[config.mk]
export PLATFORM = sky130hd
export DESIGN_NAME = ab_mutex_driver
export DESIGN_NICKNAME = d
export VERILOG_FILES = /design/src/rtl/ab_mutex_pkg.sv /design/src/rtl/ab_pend_counter.sv /design/src/rtl/ab_mutex_driver.sv
export SDC_FILE = /design/constraint.sdc
export NUM_CORES = 1
export LEC_CHECK = 0
export ABC_AREA = 1
export BUFFER_PORTS_ARGS = -buffer_cell sky130_fd_sc_hd__buf_2
export CORE_UTILIZATION = 40
export CTS_BUF_LIST = sky130_fd_sc_hd__clkbuf_2
export CTS_CLUSTER_DIAMETER = 200
export DETAILED_ROUTE_END_ITERATION = 12
export PLACE_DENSITY = 0.6
export SLEW_MARGIN = 20
export SYNTH_ARGS = -nofsm -noshare
export SYNTH_HDL_FRONTEND = slang
export SYNTH_SLANG_ARGS = --single-unit
[constraint.sdc]
create_clock -name clk -period 2.1 [get_ports clk]
set_clock_uncertainty 0.15 [all_clocks]
set_input_delay 0.42 -clock clk [delete_from_list [all_inputs] [get_ports clk]]
set_output_delay 0.42 -clock clk [all_outputs]
set_load 0.005 [all_outputs]
[src/rtl/ab_mutex_pkg.sv]
// Shared types for the A/B mutual-exclusion driver: FSM state encoding and
// the widths of the guard and pulse down-counters.
package ab_mutex_pkg;

   typedef enum logic [1:0] {
      IDLE,
      A_ACT,
      GUARD,
      B_ACT
   } ab_state_e;

   localparam int GUARD_W = 4;
   localparam int PULSE_W = 4;

endpackage

[src/rtl/ab_pend_counter.sv]
// Saturating up/down counter of queued B events. An increment at saturation
// is dropped and latches the sticky overflow flag.
module ab_pend_counter #(
   parameter int W = 4
) (
   input  logic         clk,
   input  logic         reset,
   input  logic         inc,
   input  logic         dec,
   output logic [W-1:0] count,
   output logic         overflow
);

   localparam logic [W-1:0] MAX = '1;

   // A simultaneous inc and dec cancel out, so a full queue still accepts
   // an event in the same cycle one is issued.
   always_ff @(posedge clk) begin
      if (reset) begin
         count    <= '0;
         overflow <= 1'b0;
      end else if (inc && !dec) begin
         if (count == MAX)
            overflow <= 1'b1;
         else
            count <= count + W'(1);
      end else if (dec && !inc && (count != '0)) begin
         count <= count - W'(1);
      end
   end

endmodule

[src/rtl/ab_mutex_driver.sv]
// Drives signal_a (prioritised ownership level) and signal_b (deferred event
// pulse) so that signal_b can never overlap or closely follow signal_a.
module ab_mutex_driver
   import ab_mutex_pkg::*;
#(
   parameter int GUARD_CYCLES = 1,
   parameter int B_PULSE_LEN  = 1,
   parameter int PEND_W       = 4
) (
   input  logic              clk,
   input  logic              reset,
   input  logic              req_a,
   input  logic              req_b,
   output logic              signal_a,
   output logic              signal_b,
   output logic [PEND_W-1:0] b_pending,
   output logic              b_overflow
);

   ab_state_e          state;
   logic [GUARD_W-1:0] guard_cnt;
   logic [PULSE_W-1:0] pulse_cnt;
   logic               b_start;

   // A B pulse may only start from IDLE, and only when A is not asking.
   assign b_start = (state == IDLE) && !req_a && (b_pending != '0);

   ab_pend_counter #(
      .W (PEND_W)
   ) u_pend (
      .clk      (clk),
      .reset    (reset),
      .inc      (req_b),
      .dec      (b_start),
      .count    (b_pending),
      .overflow (b_overflow)
   );

   always_ff @(posedge clk) begin
      if (reset) begin
         state     <= IDLE;
         guard_cnt <= '0;
         pulse_cnt <= '0;
         signal_a  <= 1'b0;
         signal_b  <= 1'b0;
      end else begin
         case (state)
            IDLE: begin
               if (req_a) begin
                  state    <= A_ACT;
                  signal_a <= 1'b1;
               end else if (b_start) begin
                  state     <= B_ACT;
                  signal_b  <= 1'b1;
                  pulse_cnt <= PULSE_W'(B_PULSE_LEN - 1);
               end
            end
            A_ACT: begin
               if (!req_a) begin
                  signal_a <= 1'b0;
                  if (GUARD_CYCLES == 0) begin
                     state <= IDLE;
                  end else begin
                     state     <= GUARD;
                     guard_cnt <= GUARD_W'(GUARD_CYCLES - 1);
                  end
               end
            end
            GUARD: begin
               if (guard_cnt == '0)
                  state <= IDLE;
               else
                  guard_cnt <= guard_cnt - GUARD_W'(1);
            end
            B_ACT: begin
               // The pulse always runs its full length; req_a waits in IDLE.
               if (pulse_cnt == '0) begin
                  signal_b <= 1'b0;
                  state    <= IDLE;
               end else begin
                  pulse_cnt <= pulse_cnt - PULSE_W'(1);
               end
            end
            default: begin
               state    <= IDLE;
               signal_a <= 1'b0;
               signal_b <= 1'b0;
            end
         endcase
      end
   end

endmodule

# == After elaboration in Yosys (flattened, before gate mapping) ==
# Cells that the tools add are included.
# totals
romBits,0
ff_bits,17
latchBits,0
mem_bits_rw,0
wordCells,71
n_memories,0
# classes
muxes,23
n_reduce_logical,23
eq_ne,14
n_div,0
order_cmp,0
n_bitwise,0
addsub,4
shifts,0
n_mul,0
# ops
cell,n
$mux 4,8
$ne 2x2->1 const B,8
$pmux 4 s2,2
$reduce_and 4->1,3
$sub 4x1->4 const B,3
$mux 2,5
$logic_not 4->1,2
$pmux 2 s4,1
$reduce_bool 2->1,4
$reduce_and 3->1,2
$logic_and 1x1->1,5
$mux 1,5
$add 4x1->4 const B,1
$eq 2x2->1 const B,2
$eq 4x4->1 const B,1
$pmux 1 s2,2
$reduce_and 2->1,2
$reduce_bool 4->1,1
$logic_not 1->1,3
$ne 3x2->1 const B,1
$eq 2x1->1 const B,1
$logic_not 2->1,1
$ne 2x1->1 const B,1

# == Longest topological paths before layout ==
# depth
word_depth,7
ltp_mapped,15

# == Modules after synthesis ==
# A second synthesis with hierarchy kept.
# hier_totals
cells_unflattened,162
area_unflattened_um2,1063.5
# by_module_without_submodules
mod,seq_area_each_um2,n_inst,area_per_inst_um2,cells_each
ab_mutex_driver,240.2,1,659.4,100
ab_pend_counter,100.1,1,404.1,62

# == Worst setup path after synthesis ==
# OpenSTA, ideal clock, no wires.
# synth_path
path_kind,flip-flop to flip-flop
start,register u_pend.count[0]
end,register u_pend.count[3]
slack_ns,0.194
stages_incl_launch_ff,14
synth_period_minus_slack_ns,1.906
arrival_time_ns,1.643
setup_ns,0.113
cell_sequence,dfxtp_1 -> nor2_1 -> nand2_1 -> nand2_4 -> nand2_2 -> ha_1 -> nand2_1 -> nand2_1 -> nor2_1 -> nand3_1 -> nand2_1 -> nor2_2 -> nor2_1 -> nor2_1
# synth_between
elab_chain_len,6
# synth_rtl
item,line,text
"start, declared",ab_pend_counter.sv:10,"output logic [W-1:0] count,"
"start signal, assigned",ab_pend_counter.sv:26,count <= count + W'(1);
"start signal, assigned",ab_pend_counter.sv:28,count <= count - W'(1);
branches (longest 6 deep; another with $sub 4x1->4),n/a,
# Several ways; the timed one is not identified. The select of a mux whose other input is x is not followed.
# A chain may end at the register's enable or synchronous reset.

# == Worst setup path in the final report ==
# layout_path
start,register state[1]
end,register u_pend.count[3]
# layout_between
elab_chain_len,7
# layout_rtl
item,line,text
"start, declared",ab_mutex_driver.sv:20,ab_state_e state;
"start signal, assigned",ab_mutex_driver.sv:41,state <= IDLE;
"start signal, assigned",ab_mutex_driver.sv:50,state <= A_ACT;
"start signal, assigned",ab_mutex_driver.sv:53,state <= B_ACT;
$logic_not 2->1 *,ab_mutex_driver.sv:26,assign b_start = (state == IDLE) && !req_a && (b_pending != '0);
$logic_and 1x1->1 * (2 in series),ab_mutex_driver.sv:26,
$logic_not 1->1 / $logic_and 1x1->1 (equally long branches),"ab_pend_counter.sv:22, ab_pend_counter.sv:27",
$logic_and 1x1->1 (on tied branches),"ab_pend_counter.sv:22, ab_pend_counter.sv:27",
$ne 2x2->1 (no source line) / $reduce_bool 2->1 (equally long branches),n/a,
$reduce_and 2->1 (no source line),n/a,
# Mark *: on every way between the ends. The rest lies on a longest branch, timed or not.

==> results.py <==
metrics = {
    "pwr": {
        "vdd_drop_max_mv": 0.735,
        "p_leak_nw": 0.534,
        "power_density_mw_per_mm2": 1520,
    },
    "cells_and_area": {
        "final_layout_size_suffix_gt1_share_pct": 23.2,
        "diodes": 0,
        "area_growth_pct": 15.5,
        "finalNonFillerCells": 179,
        "seq_area_sq_um": 342,
        "nets": 162,
        "fill_cells": 243,
        "multiInputGateArea_sq_um": 541,
    },
    "logic_synthesis": {
        "synth_cells": 134,
        "synth-seq-cells": 17,
        "synth-seq-area-share_pct": 35.7,
        "yosysWarnings": 0,
        "ys_top_cells_by_count": "18 x inv_1, 18 x nand2_1, 18 x nor2_1",
        "synthDistinctLibCells": 22,
        "synthTopCellsByArea": "dfxtp_1 36%, inv_1 7.1%, nand2_1 7.1%",
        "synth_nets": 144,
        "synth-main-ff-cell": "dfxtp_1",
        "synth_edf_count": 0,
        "avgSynthCellArea_sq_um": 7.11,
        "synth.largest_area_cell": "dfxtp_1",
        "synthesis.area_sq_um": 952,
        "synth-async-reset-ratio_pct": 0,
        "synth.top_cell.area_share_pct": 35.7,
    },
    "clocking": {
        "cts_setup_buffers": 0,
        "post_cts_resized": 0,
        "htreeDepth": 1,
        "cts_buffers": 3,
        "clock_path_buffers": 2,
        "clock_tree.root_cell": "clkbuf_2",
        "insertion_delay_ns": 0.31,
        "path_clk_slew_ns": 0.18,
        "ctsHoldBuffers": 0,
        "cts_tree": "yes",
        "clkSinkCount": 17,
    },
    "place": {
        "gp_congestion": 0.769,
        "placedCellCount": 175,
        "port_buffers": 10,
        "hpwl_microns": 1460,
    },
    "route": {
        "drtIter0Drc": 23,
        "wl_per_cell_microns": 10.7,
        "wirelength_microns": 1910,
        "drcViolationCount": 0,
        "vias_per_cell": 4.85,
        "dr.pass1.iters": 4,
        "ant_nets": 0,
        "num_vias": 869,
    },
    "timing": {
        "hold_viol_final": 0,
        "min_period_over_period_pct": 91.2,
        "fmax_ghz": 0.522,
        "tightest_slew_ns": 0.298,
        "fin_crit_ns": 1.92,
        "drv_slew": 0,
        "slew_headroom_pct": 80.0,
        "finalSetupTns_ns": 0,
        "grt_setup_unrepaired": "false",
        "setup_viol": 0,
    },
    "critical_path": {
        "cp.required_ns": 2.19,
        "endpoint_kind": "flop",
        "critPathArrivalTime_ns": 2.00,
        "reg2reg_slack_ns": 0.18,
        "rr_startpoint": "state[1]",
        "startpoint": "state[1]",
        "critPathMaxFanout": 6,
        "crit_type": "reg -> reg",
        "critPathLaunchType": "flop",
    },
    "floorplanning": {
        "start_util_pct": 42.6,
        "io_pins": 11,
        "core_area_sq_mm": 0.00223,
        "die_area_sq_mm": 0.00258,
        "rows": 17,
        "die_w_microns": 50.8,
        "fp.dieH_microns": 50.8,
    },
    "grt": {
        "antenna_found_initial": 0,
        "overflow": 0,
        "grt_max_degree": 11,
        "grt_pass1_vias": 756,
        "grt_usage_pct": 16.5,
        "grt_first_pass_wirelength_microns": 3110,
    },
    "hold_path": {
        "min_from": "reset",
        "hold_path.class": "in -> reg",
    },
    "flow_run": {
        "maxCapViolCount": 0,
    },
    "outcome": {
        "outcome": "finished clean",
    },
}
==> cell type report <==
type,count,share of cell area (%)
multi-input combinational,94,49.1
timing repair buffer,14,7.28
clock inverter,1,0.455
clock buffer,3,1.37
inverter,22,7.51
tap,28,3.19
sequential,17,31.1
==> per-layer routing <==
metal  vias up  track usage [%]  part of all wire (%)
met1       374             19.6                    48
met5         -                0                     0
li1        467                -                     -
met2        26             27.8                    46
met3         2             6.36                   5.4
met4         0             4.17                  0.47
==> critical path: stages (launching register included) <==
cell     delay [ns]
dfxtp_1        0.43
inv_2          0.09
nand2_4        0.08
nor2_4         0.04
nand2_4        0.09
nand2_2        0.12
ha_1           0.29
nand2_1        0.06
nor2_1         0.03
nor2_1         0.11
nand3_1        0.11
nand2_1        0.09
nor2_2         0.04
nor2_1         0.07
nor2_1         0.05
==> path summary, 6_finish.rpt <==
path	depth (start not counted)	endpoint
max	14	u_pend.count[3]
max reg2reg	14	u_pend.count[3]
min reg2reg	1	u_pend.overflow
min	2	u_pend.count[2]
==> metrics by stage <==
| step | util (%) | setup slack, ns | power (W) | cell area, sq um | hold WS [ns] |
|---|---|---|---|---|---|
| after floorplan | - | 0.194 | 0.00125 | 952 | 0.307 |
| after global placement | 47.6 | 0.101 | 0.00147 | 1060 | 0.297 |
| after detailed placement | 47.6 | 0.0492 | 0.00149 | 1060 | 0.302 |
| after CTS | 48.5 | 0.0760 | 0.00164 | 1080 | 0.202 |
| after global routing | 49.2 | 0.0351 | 0.00185 | 1100 | 0.195 |
| final | 49.2 | 0.184 | 0.00167 | 1100 | 0.212 |
==> cells in the final DEF, fill, tap and decap left out, drive strengths merged <==
cell type / synthesis / final
nand2: 25 / 25
inv: 22 / 22
nor2: 20 / 20
dfxtp: 17 / 17
buf: 0 / 14
nor3: 11 / 11
a21oi: 11 / 11
o21ai: 8 / 8
nand3: 6 / 6
ha: 5 / 5
clkbuf: 1 / 3
nand4: 2 / 2
a211oi: 2 / 2
nand3b: 1 / 1
xor2: 1 / 1
o21a: 1 / 1
fa: 1 / 1
clkinv: 0 / 1
==> cells by family (layout without fill, tap and decap cells) <==
group / count (synthesis) / in the layout / synth area share [%]
buffers and inverters: 23 / 40 / 9.07
and+or+nand+nor: 65 / 65 / 33.2
DFF: 17 / 17 / 35.7
adders and majority gates: 6 / 6 / 8.67
xor gates and xnor gates: 1 / 1 / 0.920
AOI/OAI and AO/OA: 22 / 22 / 12.4
==> registers in the layout, indices dropped and copies added, names as in the netlist <==
name	flops
signal_b	1
signal_a	1
state	2
guard_cnt	4
u_pend.count	4
pulse_cnt	4
u_pend.overflow	1
==> report_power, final <==
part | switching [W] | internal (W)
logic | 0.000586 | 0.000385
registers | 0.0000886 | 0.000456
clock network | 0.000107 | 0.0000431
total | 0.000781 | 0.000885
Power figures use the tool's default switching activity.
